**config.mk**
```make
export PLATFORM = sky130hd
export DESIGN_NAME = array_queue_ctrl
export DESIGN_NICKNAME = d
export VERILOG_FILES = /design/src/rtl/array_queue_ctrl_pkg.sv /design/src/rtl/array_queue_ctrl.sv
export SDC_FILE = /design/constraint.sdc
export NUM_CORES = 1
export LEC_CHECK = 0
export ABC_CLOCK_PERIOD_IN_PS = 6500
export BUFFER_PORTS_ARGS = -buffer_cell sky130_fd_sc_hd__buf_2
export CORE_AREA = 2 2 132 134
export CTS_CLUSTER_SIZE = 40
export DETAILED_ROUTE_END_ITERATION = 10
export DIE_AREA = 0 0 134 136
export PLACE_DENSITY_LB_ADDON = 0.05
export SLEW_MARGIN = 10
export SYNTH_ARGS = -nofsm -noshare
export SYNTH_HDL_FRONTEND = slang
export SYNTH_SLANG_ARGS = --single-unit
```
**constraint.sdc**
```tcl
create_clock -name clock -period 6.5 [get_ports clock]
set_input_delay 0.325 -clock clock [delete_from_list [all_inputs] [get_ports clock]]
set_output_delay 0.325 -clock clock [all_outputs]
set_load 0.1 [all_outputs]
```
**src/rtl/array_queue_ctrl_pkg.sv**
```systemverilog
// array_queue_ctrl_pkg: shared sizing constants for the array-backed queue controller.
package array_queue_ctrl_pkg;
    localparam int DEF_DEPTH     = 8;
    localparam int DEF_WIDTH     = 80;
    localparam int DEF_AF_THRESH = 6;
    localparam int DEF_PTR_W     = $clog2(DEF_DEPTH);
    localparam int DEF_CNT_W     = $clog2(DEF_DEPTH + 1);
endpackage

```
**src/rtl/array_queue_ctrl.sv**
```systemverilog
// array_queue_ctrl: ready/valid FIFO sequencing a 1R1W array with a registered-address read port,
// re-reading the head every cycle so the one-cycle read latency stays hidden.
module array_queue_ctrl
    import array_queue_ctrl_pkg::*;
#(
    parameter int DEPTH     = DEF_DEPTH,
    parameter int WIDTH     = DEF_WIDTH,
    parameter int AF_THRESH = DEF_AF_THRESH,
    localparam int PW       = $clog2(DEPTH),
    localparam int CW       = $clog2(DEPTH + 1)
) (
    input  logic             clock,
    input  logic             reset,
    input  logic             flush,
    input  logic             enq_valid,
    output logic             enq_ready,
    input  logic [WIDTH-1:0] enq_bits,
    output logic             deq_valid,
    input  logic             deq_ready,
    output logic [WIDTH-1:0] deq_bits,
    output logic [CW-1:0]    count,
    output logic             almost_full,
    output logic             arr_w_en,
    output logic [PW-1:0]    arr_w_addr,
    output logic [WIDTH-1:0] arr_w_data,
    output logic             arr_r_en,
    output logic [PW-1:0]    arr_r_addr,
    input  logic [WIDTH-1:0] arr_r_data
);
    logic [PW-1:0] wptr, rptr, rptr_n;
    logic [CW-1:0] cnt;
    logic          head_valid, enq_fire, deq_fire;

    // reset gates enq_ready so nothing is accepted while the async reset is held
    always_comb begin
        enq_ready   = !reset && !flush && (cnt != CW'(DEPTH));
        deq_valid   = head_valid && !flush;
        enq_fire    = enq_valid && enq_ready;
        deq_fire    = deq_valid && deq_ready;
        rptr_n      = rptr + PW'(deq_fire);
        arr_w_en    = enq_fire;
        arr_w_addr  = wptr;
        arr_w_data  = enq_bits;
        arr_r_addr  = rptr_n;
        arr_r_en    = !flush && ((cnt - CW'(deq_fire)) != '0);
        deq_bits    = arr_r_data;
        count       = cnt;
        almost_full = cnt >= CW'(AF_THRESH);
    end

    always_ff @(posedge clock or posedge reset) begin
        if (reset) begin
            wptr       <= '0;
            rptr       <= '0;
            cnt        <= '0;
            head_valid <= 1'b0;
        end else if (flush) begin
            wptr       <= '0;
            rptr       <= '0;
            cnt        <= '0;
            head_valid <= 1'b0;
        end else begin
            wptr       <= wptr + PW'(enq_fire);
            rptr       <= rptr_n;
            cnt        <= cnt + CW'(enq_fire) - CW'(deq_fire);
            head_valid <= arr_r_en;
        end
    end
endmodule

```
# Word level (Yosys, flattened, before mapping)
# Cells that the tools add are included.
# totals
romBits,0
latch_bits,0
reg_bits,11
mem_bits_rw,0
word_cells,24
mem_count,0
output_inout_bits,175
in_bits,165
# classes
eq_ne,1
mux,4
n_reduce_logical,9
mul,0
n_div,0
n_lt_le_gt_ge,1
n_bitwise,0
n_shift,0
addsub,5
# op_table
operator,count
$sub 4x1->4,2
$add 3x1->3,2
$logic_and 1x1->1,6
$mux 3,2
$add 4x1->4,1
$ge 4x3->1 const B,1
$mux 4,1
$ne 4x4->1 const B,1
$reduce_bool 4->1,1
$logic_not 1->1,2
$mux 1,1

# Logic depth before layout (Yosys ltp)
# Gate-level depths: netlist (run 1).
# depth
depth_word,7
depth_mapped,10

# Worst setup path before layout (run 1)
# OpenSTA, ideal clock, no wires.
# synth_path
kind,register to register
startpoint,register cnt[2] (netlist: count[2])
endpoint,register wptr[1] (netlist: arr_w_addr[1])
setup_time_ps,132
path_slack_ps,1983
arrival_ps,4385
synth_period_minus_slack_ps,4517
path_stages_with_launch,8
path_buffers,0
path_cell_list,dfrtp_1 > inv_1 > ha_1 > a311oi_2 > and2_1 > ha_1 > ha_1 > nor2b_1
# synth_via
elab_chain_cells,5
# synth_lines
item,line,source
from (decl),array_queue_ctrl.sv:31,logic [CW-1:0] cnt;
from (signal assigned),array_queue_ctrl.sv:65,cnt <= cnt + CW'(enq_fire) - CW'(deq_fire);
$ne 4x4->1,array_queue_ctrl.sv:36,enq_ready = !reset && !flush && (cnt != CW'(DEPTH));
$logic_and 1x1->1,array_queue_ctrl.sv:36,
net enq_ready,array_queue_ctrl.sv:16,"output logic enq_ready,"
$logic_and 1x1->1,array_queue_ctrl.sv:38,enq_fire = enq_valid && enq_ready;
net arr_w_en,array_queue_ctrl.sv:23,"output logic arr_w_en,"
$add 3x1->3,array_queue_ctrl.sv:63,wptr <= wptr + PW'(enq_fire);
$mux 3,array_queue_ctrl.sv:57,end else if (flush) begin
to (signal assigned),array_queue_ctrl.sv:63,
to (decl),array_queue_ctrl.sv:30,"logic [PW-1:0] wptr, rptr, rptr_n;"
# The timed path passes the listed nets, and every way through them passes these cells.

# Worst setup path after layout (run 1)
# layout_path
startpoint,input flush
endpoint,output arr_r_en
# layout_via
elab_chain_cells,6
# layout_lines
item,line,source
from (decl),array_queue_ctrl.sv:14,"input logic flush,"
$logic_not 1->1 (*),"array_queue_ctrl.sv:37, array_queue_ctrl.sv:45",
$logic_and 1x1->1,array_queue_ctrl.sv:37,deq_valid = head_valid && !flush;
$logic_and 1x1->1,array_queue_ctrl.sv:39,deq_fire = deq_valid && deq_ready;
$sub 4x1->4,array_queue_ctrl.sv:45,arr_r_en = !flush && ((cnt - CW'(deq_fire)) != '0);
$reduce_bool 4->1,array_queue_ctrl.sv:45,
$logic_and 1x1->1 (*),array_queue_ctrl.sv:45,
to (decl),array_queue_ctrl.sv:26,"output logic arr_r_en,"
# Mark *: on every way between the ends. The rest lies on a longest branch, timed or not.

==> results.md, run 1 <==
## Die
- 136 um — y dimension of the die
- 16880 um2 — standard cell core area
- 340 — number of top-level design ports
- 18220 um2 — Total Die Area
- 134 um — Chip Width
- 48 — Placement Rows
- 11.03% — starting density of the core

## Power
- 415.8 nW/um2 — PwrDens
- 0.4876 nW — Leak Pwr
- 0.0001107 V — Max VDD drop
- 0.4625 mW — total power of the final layout

## STA
- 0 — Setup Viol. Count Final
- no — unrepaired setup endpoints after global routing
- 0.4034 GHz — timing-limited maximum frequency
- 0 — hold violation total from the final report
- 0 — Max Slew Vio Count
- 2.479 ns — shortest period the worst path allows
- 0.006129 ns — largest clock skew in the final design
- 38.14% — post-route clock period utilization
- 0.5411 ns — slew of the pin with the lowest slew margin
- 0.1459 ns — worst-case hold slack
- 63.89% — max-slew headroom at the worst pin
- 0 ns — final setup TNS

## Clocking
- 0 — # Post-CTS Setup Buffers
- 3 — Inserted Clock Buffers
- 0.24 ns — clock latency on the worst-skew pair
- 0.05 ns — Clk pin slew, worst setup/hold paths
- 11 — total clock sinks
- 2 — clock tree buffer depth
- sky130_fd_sc_hd__clkbuf_16 — root buffer selected by CTS
- built — CTS tree
- 0 — count of instances resized after the clock tree is built
- 1 — number of H-tree branching levels
- 0 — count of hold-fix buffers inserted at cts

## Worst setup path
- 0.47 ns — CP peak stage delay
- output pin — CP endpoint kind
- buf_2, nor2b_1, and2_1, ha_1, nor3_1, a31o_1, a31oi_1, buf_2 — crit-path cells
- sky130_fd_sc_hd__buf_2 — Slowest-stage cell, CP
- sky130_fd_sc_hd__buf_2 — most numerous cell on the critical path
- count[2] — worst reg2reg startpoint
- 6.17 ns — critical path required time
- input port — crit start category
- 14 — critical path fanouts, max
- 2.15 ns — arrival time at the worst endpoint
- in -> out — path type of the worst setup path
- flush — origin of the worst setup path

## Synth
- 19 — number of distinct library cells after synthesis
- 398 — net count of the mapped netlist
- 14.78% — sequential cell area fraction in the yosys report
- 220 — Post-Syn Instances
- 11 — synthesized flop and latch total
- 0 — count of yosys warnings during synthesis
- 1862 um2 — area of the mapped netlist
- 8.463 um2 — Syn Area/Cell

## Flow run
- 0 — max_cap viols

## Layout
- 261 — final layout net count
- 0 — antenna diode instance count
- -40.26% — Area growth syn-to-layout
- 6.591% — utilization of the core after routing
- 307 — filler-free cell count of the finished design
- 29.27% — fraction of layout instances using a drive strength above 1

## Route
- 0 — Routed Antenna Nets
- 4220 um — final wirelength
- 0 — remaining design rule violation count
- 4 — First-pass DRT Iterations
- 7 — number of DRC markers after the initial detailed-route iteration
- 13.75 um — Routed wire per std cell
- 2.130 — detailed-route vias per instance
- 654 — vias after detailed routing

## Place
- 19 — I/O Buffers
- 3471 um — DP HPWL
- 303 — number of placed instances with taps included
- 0.5844 — Final Wtd Congestion

## GRT
- 4.416% — total global-route track usage
- 0 — GRT overflow
- 5623 um — first-pass GRT wire length
- 15 — pin count of the biggest net entering global routing
- 765 — number of global-route vias before repair
- 0 — number of antenna violations at the first check in global routing

## Hold path
- in -> async — Hold Path Class

## Run status
- completed — result of the run

-- final cells by class --
class	instances	area, um2
fill	1971	15760
multi-input combinational	41	355.3
tap	225	281.5
sequential	11	275.3
timing repair buffer	19	95.09
clock buffer	4	78.83
inverter	7	26.28
-- path summary, 6_finish.rpt --
| kind | to | slack, ns | depth (start not counted) |
|---|---|---|---|
| worst max-delay path | arr_r_en | 4.02 | 8 |
| max in group asynchronous | rptr[0] | 5.99 | 2 |
| worst min register to register | arr_w_addr[2] | 0.54 | 2 |
| worst min-delay path | count[3] | 0.15 | 2 |
| worst max register to register | count[2] | 4.11 | 10 |
| min in group clock | count[0] | 0.48 | 2 |
-- kinds of logic after synthesis --
family,synth area share (%)
simple gates,5.174
xor+xnor,1.882
buf+inv,66.13
compound gates,2.285
fa+ha+maj,9.140
flops,14.78
mux,0.6048
-- synth_stat cells --
master / n / area [um2]
sky130_fd_sc_hd__o21bai_1: 1 / 7.510
sky130_fd_sc_hd__ha_1: 12 / 150.1
sky130_fd_sc_hd__nor2_1: 3 / 11.26
sky130_fd_sc_hd__a21oi_1: 1 / 5.000
sky130_fd_sc_hd__and2_1: 2 / 12.51
sky130_fd_sc_hd__mux2_2: 1 / 11.26
sky130_fd_sc_hd__inv_1: 7 / 26.28
sky130_fd_sc_hd__dfrtp_1: 11 / 275.3
sky130_fd_sc_hd__buf_4: 160 / 1201
sky130_fd_sc_hd__nand2_1: 3 / 11.26
sky130_fd_sc_hd__a311oi_2: 1 / 15.01
sky130_fd_sc_hd__clkbuf_1: 1 / 3.750
sky130_fd_sc_hd__xor2_1: 2 / 17.52
sky130_fd_sc_hd__a31oi_1: 1 / 6.260
sky130_fd_sc_hd__xnor2_1: 2 / 17.52
sky130_fd_sc_hd__fa_1: 1 / 20.02
sky130_fd_sc_hd__nor3_1: 1 / 5.000
sky130_fd_sc_hd__a31o_1: 1 / 8.760
sky130_fd_sc_hd__nor2b_1: 9 / 56.30
-- layout by cell type, fill, tap and decap left out, drive strengths merged --
cell type	instances
a21oi	1
dfrtp	11
nor2b	9
nor3	1
buf	19
o21bai	1
mux2	1
fa	1
xnor2	2
xor2	2
nor2	3
nand2	3
and2	2
a31oi	1
inv	7
a311oi	1
clkbuf	4
a31o	1
ha	12
-- worst max-delay path: cells and delay by family --
kind,cells,cell delay [ns]
buffers and inverters,2,0.69
and+or+nand+nor,3,0.51
adders and majority gates,1,0.21
AOI/OAI and AO/OA,2,0.41
-- registers in the layout, indices dropped and copies added (netlist names) --
signal and flops:
rptr 3, arr_w_addr 3, head_valid 1, count 4
-- layer usage --
layer	GRT usage, %	share of wire (%)
met2	6.581	43
met5	0	0
met3	3.468	18
met4	4.846	11
met1	3.476	28
-- report_power, final --
part,internal [mW],switching [mW]
clock network,0.0829,0.0354
logic,0.0564,0.194
registers,0.0813,0.0121
total,0.221,0.242
-- stage by stage --
stage / instance area, um2 / setup WS [ns]
detailed placement: 1033 / 3.874
global route: 1112 / 3.776
CTS: 1112 / 3.875
global placement: 1033 / 3.864
floorplan: 1862 / 1.983
finish: 1112 / 4.021
No activity file was read; power rests on OpenSTA's default activity.
==> run 2: changes to the inputs <==
ABC_AREA = 1   (was not set)
ABC_CLOCK_PERIOD_IN_PS = 2290   (was 6500)
CORE_AREA = 2 2 131 133   (was 2 2 132 134)
DIE_AREA = 0 0 133 135   (was 0 0 134 136)
clock period = 2.29 ns   (was 6.5 ns; I/O delays follow)
==> results.md, run 2 <==
## Clocking
- 0.24 ns — clock latency on the worst-skew pair, about the same
- built — CTS tree
- 0 — count of instances resized after the clock tree is built, unchanged
- 2 — clock tree buffer depth, unchanged
- 0.04 ns — Clk pin slew, worst setup/hold paths, about the same
- 1 — number of H-tree branching levels, unchanged
- sky130_fd_sc_hd__clkbuf_16 — root buffer selected by CTS
- 3 — Inserted Clock Buffers, unchanged
- 11 — total clock sinks, unchanged

## Layout
- 288 — final layout net count, +10%
- 7.626% — utilization of the core after routing, +1.0 points
- 400.4 um2 — combined area of the multi-input logic cells, +13%
- 37.61% — fraction of layout instances using a drive strength above 1, +8.3 points
- sky130_fd_sc_hd__buf_2 — most common cell after layout, fill and taps aside
- 4 — max reg flops, unchanged
- 1251 um2 — Final Cell Area, +12%
- 329 — filler-free cell count of the finished design, +7.2%
- -34.60% — Area growth syn-to-layout
- 0 — antenna diode instance count, unchanged
- 1922 — fill cell instance count of the final layout, -2.5%
- 287.8 um2 — combined flip-flop and latch cell area, +4.5%
- 17 x sky130_fd_sc_hd__buf_2, 15 x sky130_fd_sc_hd__inv_1, 15 x sky130_fd_sc_hd__nor2_1, 13 x sky130_fd_sc_hd__nand2_1, 9 x sky130_fd_sc_hd__ha_1 — highest-count cells in the layout ignoring fill and taps

## Worst setup path
- reg -> reg — path type of the worst setup path
- sky130_fd_sc_hd__ha_4 — most numerous cell on the critical path
- adder cells — family with the most delay on the worst path
- 2.23 ns — arrival time at the worst endpoint, +0.08 ns
- 10 — count of cells along the worst register-to-register path, unchanged
- 2.46 ns — critical path required time, -3.71 ns
- count[1] — reg2reg end
- 2 — WP buf/inv, unchanged
- flip-flop — crit start category
- ha_4, nand3_2, and2_4, nand2_4, ha_4, inv_2, ha_4, fa_2, inv_1, nor2_1 — crit-path cells
- flip-flop — CP endpoint kind
- 0.51 ns — CP peak stage delay, +0.04 ns
- count[3] — worst reg2reg startpoint
- sky130_fd_sc_hd__fa_2 — Slowest-stage cell, CP
- 0.22 ns — Worst R2R Setup Slack, -3.89 ns
- 5 — critical path fanouts, max, -9

## Route
- 0 — remaining design rule violation count, unchanged
- 13.51 um — Routed wire per std cell, -1.7%
- 4445 um — final wirelength, +5.3%
- 0 — Routed Antenna Nets, unchanged
- 736 — vias after detailed routing, +13%
- 20 — number of DRC markers after the initial detailed-route iteration, +13
- 4 — First-pass DRT Iterations, unchanged
- 2.237 — detailed-route vias per instance, +5.0%

## Synth
- 8.895% — arithmetic-cell share of the synthesized area counting full adders, half adders and majority gates, -0.25 points
- sky130_fd_sc_hd__buf_4 63%, sky130_fd_sc_hd__dfrtp_1 14%, sky130_fd_sc_hd__ha_1 7.8%, sky130_fd_sc_hd__inv_1 3.3%, sky130_fd_sc_hd__nor2_1 2.9% — dominant cells by area after synthesis
- 7.979% — synthesized-area fraction occupied by and/or/nand/nor cells, +2.8 points
- 62.79% — post-synth top area share, -1.7 points
- 1.308% — fraction of the mapped netlist area in compound gates, -0.98 points
- sky130_fd_sc_hd__buf_4 — library cell with the highest instance count after synthesis
- 160 x sky130_fd_sc_hd__buf_4, 17 x sky130_fd_sc_hd__inv_1, 15 x sky130_fd_sc_hd__nor2_1 — commonest cells in the synthesized netlist
- 0% — multiplexer fraction of the synthesized cell area, -0.60 points
- 7.809 um2 — Syn Area/Cell, -7.7%
- 423 — net count of the mapped netlist, +6.3%
- 1913 um2 — area of the mapped netlist, +2.8%
- 245 — Post-Syn Instances, +11%
- sky130_fd_sc_hd__dfrtp_1 — top flip-flop cell by instance count after synthesis
- buffers and inverters — dominant combinational cell family by area after synthesis
- 100.0% — proportion of synthesized flip-flops having asynchronous set or reset, unchanged
- 0 — count of yosys warnings during synthesis, unchanged
- 14.39% — sequential cell area fraction in the yosys report, -0.40 points
- 18 — number of distinct library cells after synthesis, -1
- 0.4578% — area share of xor/xnor cells in the synthesized design, -1.4 points
- 0 — number of enable-type register cells in the synthesized netlist, unchanged
- 11 — synthesized flop and latch total, unchanged
- sky130_fd_sc_hd__buf_4 — Synth area leader

## Power
- 0.5622 nW — Leak Pwr, +15%
- 1115 nW/um2 — PwrDens, +170%
- 0.0002150 V — Max VDD drop, +94%

## Place
- 324 — number of placed instances with taps included, +6.9%
- 1161 um2 — instance area after placement, +12%
- 0.2024 ns — worst setup slack before clock tree synthesis, -3.671 ns
- 0.6038 — Final Wtd Congestion, +3.3%
- 3913 um — DP HPWL, +13%
- 19 — I/O Buffers, unchanged

## Die
- 135 um — y dimension of the die, -0.74%
- 133 um — Chip Width, -0.75%
- 340 — number of top-level design ports, unchanged
- 11.66% — starting density of the core, +0.63 points
- 17960 um2 — Total Die Area, -1.5%
- 47 — Placement Rows, -2.1%
- 16410 um2 — standard cell core area, -2.8%

## STA
- 0.4841 GHz — timing-limited maximum frequency
- 0 ns — final setup TNS, unchanged
- 0.2242 ns — min setup slack post-route, -3.797 ns
- no — unrepaired setup endpoints after global routing
- 0.004602 ns — largest clock skew in the final design, -0.001527 ns
- 0 — Max Slew Vio Count, unchanged
- 90.21% — post-route clock period utilization
- 0 — Setup Viol. Count Final, unchanged
- 65.97% — max-slew headroom at the worst pin, +2.1 points
- 0 — hold violation total from the final report, unchanged
- 2.066 ns — shortest period the worst path allows
- 0.5099 ns — slew of the pin with the lowest slew margin, -0.03118 ns

## Hold path
- flush — Hold Crit Start
- count[3] — worst min-delay path endpoint
- in -> reg — Hold Path Class
- 4 — Hold Path Stages

## GRT
- 12 — pin count of the biggest net entering global routing, -3
- 6085 um — first-pass GRT wire length, +8.2%
- 4.787% — total global-route track usage, +0.37 points
- 0 — GRT overflow, unchanged
- 0 — number of antenna violations at the first check in global routing, unchanged
- 818 — number of global-route vias before repair, +6.9%

## Run status
- completed — result of the run

## Flow run
- 0 — max_cap viols, unchanged

[run 2: changes by cell type after synthesis, moves of 2 or more]
cell / change
sky130_fd_sc_hd__a21oi_1: +3
sky130_fd_sc_hd__and2_1: -2
sky130_fd_sc_hd__inv_1: +10
sky130_fd_sc_hd__inv_2: +3
sky130_fd_sc_hd__nand2_1: +10
sky130_fd_sc_hd__nor2_1: +12
sky130_fd_sc_hd__nor2b_1: -9
sky130_fd_sc_hd__xnor2_1: -2
[run 2: timing repair]
action,CTS,global route
hold buffers,1,0
setup buffers,0,0
hold endpoints to repair,11,0
[run 2: how the worst max path moves through the flow]
stage	from	end	slack [ns]	cells after the start
after global placement	count[3]	count[1]	0.23	10
after global routing	count[3]	count[2]	0.11	10
after floorplan	count[2]	count[1]	-0.17	11
after detailed placement	count[3]	count[1]	0.20	10
final	count[3]	count[1]	0.22	10
after CTS	head_valid	arr_r_en	0.18	8
[run 2: routing by layer]
metal / up-vias / wire length, um / GRT usage, %
li1: 303 / - / -
met1: 309 / 1121 / 3.520
met2: 74 / 2174 / 8.117
met3: 50 / 776 / 3.416
met4: 0 / 373 / 4.421
met5: - / 0 / 0
[run 2: area by class of cell]
type	count	share of cell area, %
Tap cell	220	22.00
Clock buffer	3	6.000
Clock inverter	1	0.4000
Timing Repair Buffer	21	10.40
Sequential cell	11	23.00
Inverter	20	6.200
Multi-Input combinational cell	53	32.00
[run 2: cells by family (layout without fill, tap and decap cells)]
logic type,after synthesis,count (layout)
AOI/OAI and AO/OA,5,5
xor gates and xnor gates,1,1
adders and majority gates,13,13
buffers and inverters,181,45
DFF,11,11
and+or+nand+nor,34,34
[run 2: through the flow]
stage / total power [mW] / hold slack, ns
6_report: 1.395 / 0.2098
5_1_grt: 1.510 / 0.2291
4_1_cts: 1.442 / 0.2175
3_5_place_dp: 1.093 / 0.2125
3_3_place_gp: 1.106 / 0.2291
2_1_floorplan: 2.245 / -0.03307
[run 2: worst reg2reg max path, cell delays in order (launching register included)]
cell and delay [ns]:
sky130_fd_sc_hd__dfrtp_4 0.50, sky130_fd_sc_hd__ha_4 0.17, sky130_fd_sc_hd__nand3_2 0.07, sky130_fd_sc_hd__and2_4 0.15, sky130_fd_sc_hd__nand2_4 0.06, sky130_fd_sc_hd__ha_4 0.25
sky130_fd_sc_hd__inv_2 0.03, sky130_fd_sc_hd__ha_4 0.15, sky130_fd_sc_hd__fa_2 0.51, sky130_fd_sc_hd__inv_1 0.04, sky130_fd_sc_hd__nor2_1 0.07
[run 2: power breakdown]
part	switching [mW]	internal (mW)
Sequential	0.0440	0.242
Clock	0.0973	0.232
Combinational	0.605	0.175
Total	0.746	0.649
==> run 3: changes to the inputs <==
CELL_PAD_IN_SITES_DETAIL_PLACEMENT = 0   (was not set)
CELL_PAD_IN_SITES_GLOBAL_PLACEMENT = 1   (was not set)
SLEW_MARGIN = 0   (was 10)
==> results.md, run 3 (synthesized netlist as in run 2, its figures left out) <==
## Run status
- completed — result of the run

## Clocking
- sky130_fd_sc_hd__clkbuf_16 — root buffer selected by CTS
- 0.24 ns — clock latency on the worst-skew pair, about the same
- 2 — clock tree buffer depth, unchanged
- 0 — count of instances resized after the clock tree is built, unchanged
- built — CTS tree
- 1 — count of hold-fix buffers inserted at cts, unchanged
- 1 — number of H-tree branching levels, unchanged
- 3 — Inserted Clock Buffers, unchanged
- 0 — # Post-CTS Setup Buffers, unchanged
- 11 — total clock sinks, unchanged
- 0.05 ns — Clk pin slew, worst setup/hold paths, about the same

## GRT
- 0 — GRT overflow, unchanged
- 0 — number of antenna violations at the first check in global routing, unchanged
- 5216 um — first-pass GRT wire length, -14%
- 3.904% — total global-route track usage, -0.88 points
- 12 — pin count of the biggest net entering global routing, unchanged
- 900 — number of global-route vias before repair, +10%

## Layout
- 288 — final layout net count, unchanged
- 36.70% — fraction of layout instances using a drive strength above 1, -0.92 points
- 1890 — fill cell instance count of the final layout, -1.7%
- -33.22% — Area growth syn-to-layout
- 329 — filler-free cell count of the finished design, unchanged
- 0 — antenna diode instance count, unchanged
- 4 — max reg flops, unchanged
- 16 x sky130_fd_sc_hd__buf_2, 15 x sky130_fd_sc_hd__inv_1, 15 x sky130_fd_sc_hd__nor2_1, 13 x sky130_fd_sc_hd__nand2_1, 9 x sky130_fd_sc_hd__ha_1 — highest-count cells in the layout ignoring fill and taps
- sky130_fd_sc_hd__buf_2 — most common cell after layout, fill and taps aside
- 1277 um2 — Final Cell Area, +2.1%

## STA
- 0.001270 ns — largest clock skew in the final design, -0.003332 ns
- 0.5866 ns — slew of the pin with the lowest slew margin, +0.07673 ns
- 0 ns — final setup TNS, unchanged
- no — unrepaired setup endpoints after global routing
- 2.071 ns — shortest period the worst path allows, +0.005275 ns
- 0 — hold violation total from the final report, unchanged
- 0.4829 GHz — timing-limited maximum frequency, -0.25%
- 0 — Setup Viol. Count Final, unchanged
- 60.85% — max-slew headroom at the worst pin, -5.1 points
- 90.44% — post-route clock period utilization, +0.23 points
- 0.1711 ns — worst-case hold slack, -0.03865 ns
- 0 — Max Slew Vio Count, unchanged

## Power
- 1130 nW/um2 — PwrDens, +1.3%
- 0.0002149 V — Max VDD drop, about the same
- 0.5656 nW — Leak Pwr, +0.62%
- 1.443 mW — total power of the final layout, +3.4%

## Route
- 0 — Routed Antenna Nets, unchanged
- 3443 um — final wirelength, -23%
- 4 — First-pass DRT Iterations, unchanged
- 10.47 um — Routed wire per std cell, -23%
- 740 — vias after detailed routing, +0.54%
- 2.249 — detailed-route vias per instance, +0.54%
- 15 — number of DRC markers after the initial detailed-route iteration, -25%
- 0 — remaining design rule violation count, unchanged

## Place
- 2758 um — DP HPWL, -30%
- 324 — number of placed instances with taps included, unchanged
- 19 — I/O Buffers, unchanged
- 0.6207 — Final Wtd Congestion, +2.8%
- 1189 um2 — instance area after placement, +2.4%

## Worst setup path
- 2.46 ns — critical path required time, about the same
- 2.25 ns — arrival time at the worst endpoint, +0.02 ns
- 5 — critical path fanouts, max, unchanged
- flip-flop — crit start category
- reg -> reg — path type of the worst setup path
- flip-flop — CP endpoint kind

## Die
- 47 — Placement Rows, unchanged
- 133 um — Chip Width, unchanged
- 16410 um2 — standard cell core area, unchanged
- 17960 um2 — Total Die Area, unchanged
- 135 um — y dimension of the die, unchanged
- 340 — number of top-level design ports, unchanged
- 11.66% — starting density of the core, unchanged

## Hold path
- in -> reg — Hold Path Class

## Flow run
- 0 — max_cap viols, unchanged

==> run 3: cell count changes in the layout (fill, tap and decap cells not counted), sizes merged <==
cell	previous run	this run
clkinv	1	0
clkbuf	3	4
==> run 3: metrics by stage <==
stage,util [%],setup WS [ns]
after floorplan,-,-0.1717
after detailed placement,7.245,0.2102
after global placement,7.245,0.2259
after CTS,7.786,0.1977
final,7.786,0.2190
after global routing,7.786,0.1228
==> run 3: power by group <==
group	leakage, nW	internal, mW	switching (mW)	total, mW
sequential	0.143	0.242	0.0488	0.291
combinational	0.384	0.199	0.609	0.808
clock	0.0382	0.236	0.108	0.344
total	0.566	0.677	0.766	1.44
==> run 3: final timing paths <==
path / cells past startpoint / startpoint / slack [ns] / endpoint
worst max-delay path: 10 / count[3] / 0.22 / count[1]
worst min-delay path: 2 / flush / 0.17 / count[1]
worst max register to register: 10 / count[3] / 0.22 / count[1]
worst min register to register: 1 / arr_w_addr[2] / 0.47 / arr_w_addr[2]
max in group asynchronous: 3 / reset / 1.36 / count[2]
min in group asynchronous: 3 / reset / 0.50 / count[3]
==> run 3: layer usage <==
metal | track usage [%] | wire length, um
met5 | 0 | 0
met4 | 3.943 | 239
met3 | 2.177 | 424
met2 | 5.440 | 1402
met1 | 4.042 | 1377
==> run 3: worst max-delay path: stages (launching register included) <==
cell and delay (ns):
sky130_fd_sc_hd__dfrtp_4 0.51, sky130_fd_sc_hd__ha_4 0.17, sky130_fd_sc_hd__nand3_2 0.07, sky130_fd_sc_hd__and2_4 0.15, sky130_fd_sc_hd__nand2_4 0.06, sky130_fd_sc_hd__ha_4 0.25
sky130_fd_sc_hd__inv_2 0.03, sky130_fd_sc_hd__ha_4 0.15, sky130_fd_sc_hd__fa_2 0.51, sky130_fd_sc_hd__inv_1 0.03, sky130_fd_sc_hd__nor2_1 0.07
==> run 3: area by class of cell <==
class | count | area, um2 | share of cell area [%]
repair buffers | 21 | 157.7 | 12.34
inverters | 20 | 77.57 | 6.072
clock buffers | 4 | 78.83 | 6.170
well taps | 220 | 275.3 | 21.55
flip-flops and latches | 11 | 287.8 | 22.53
multi-input cells | 53 | 400.4 | 31.34
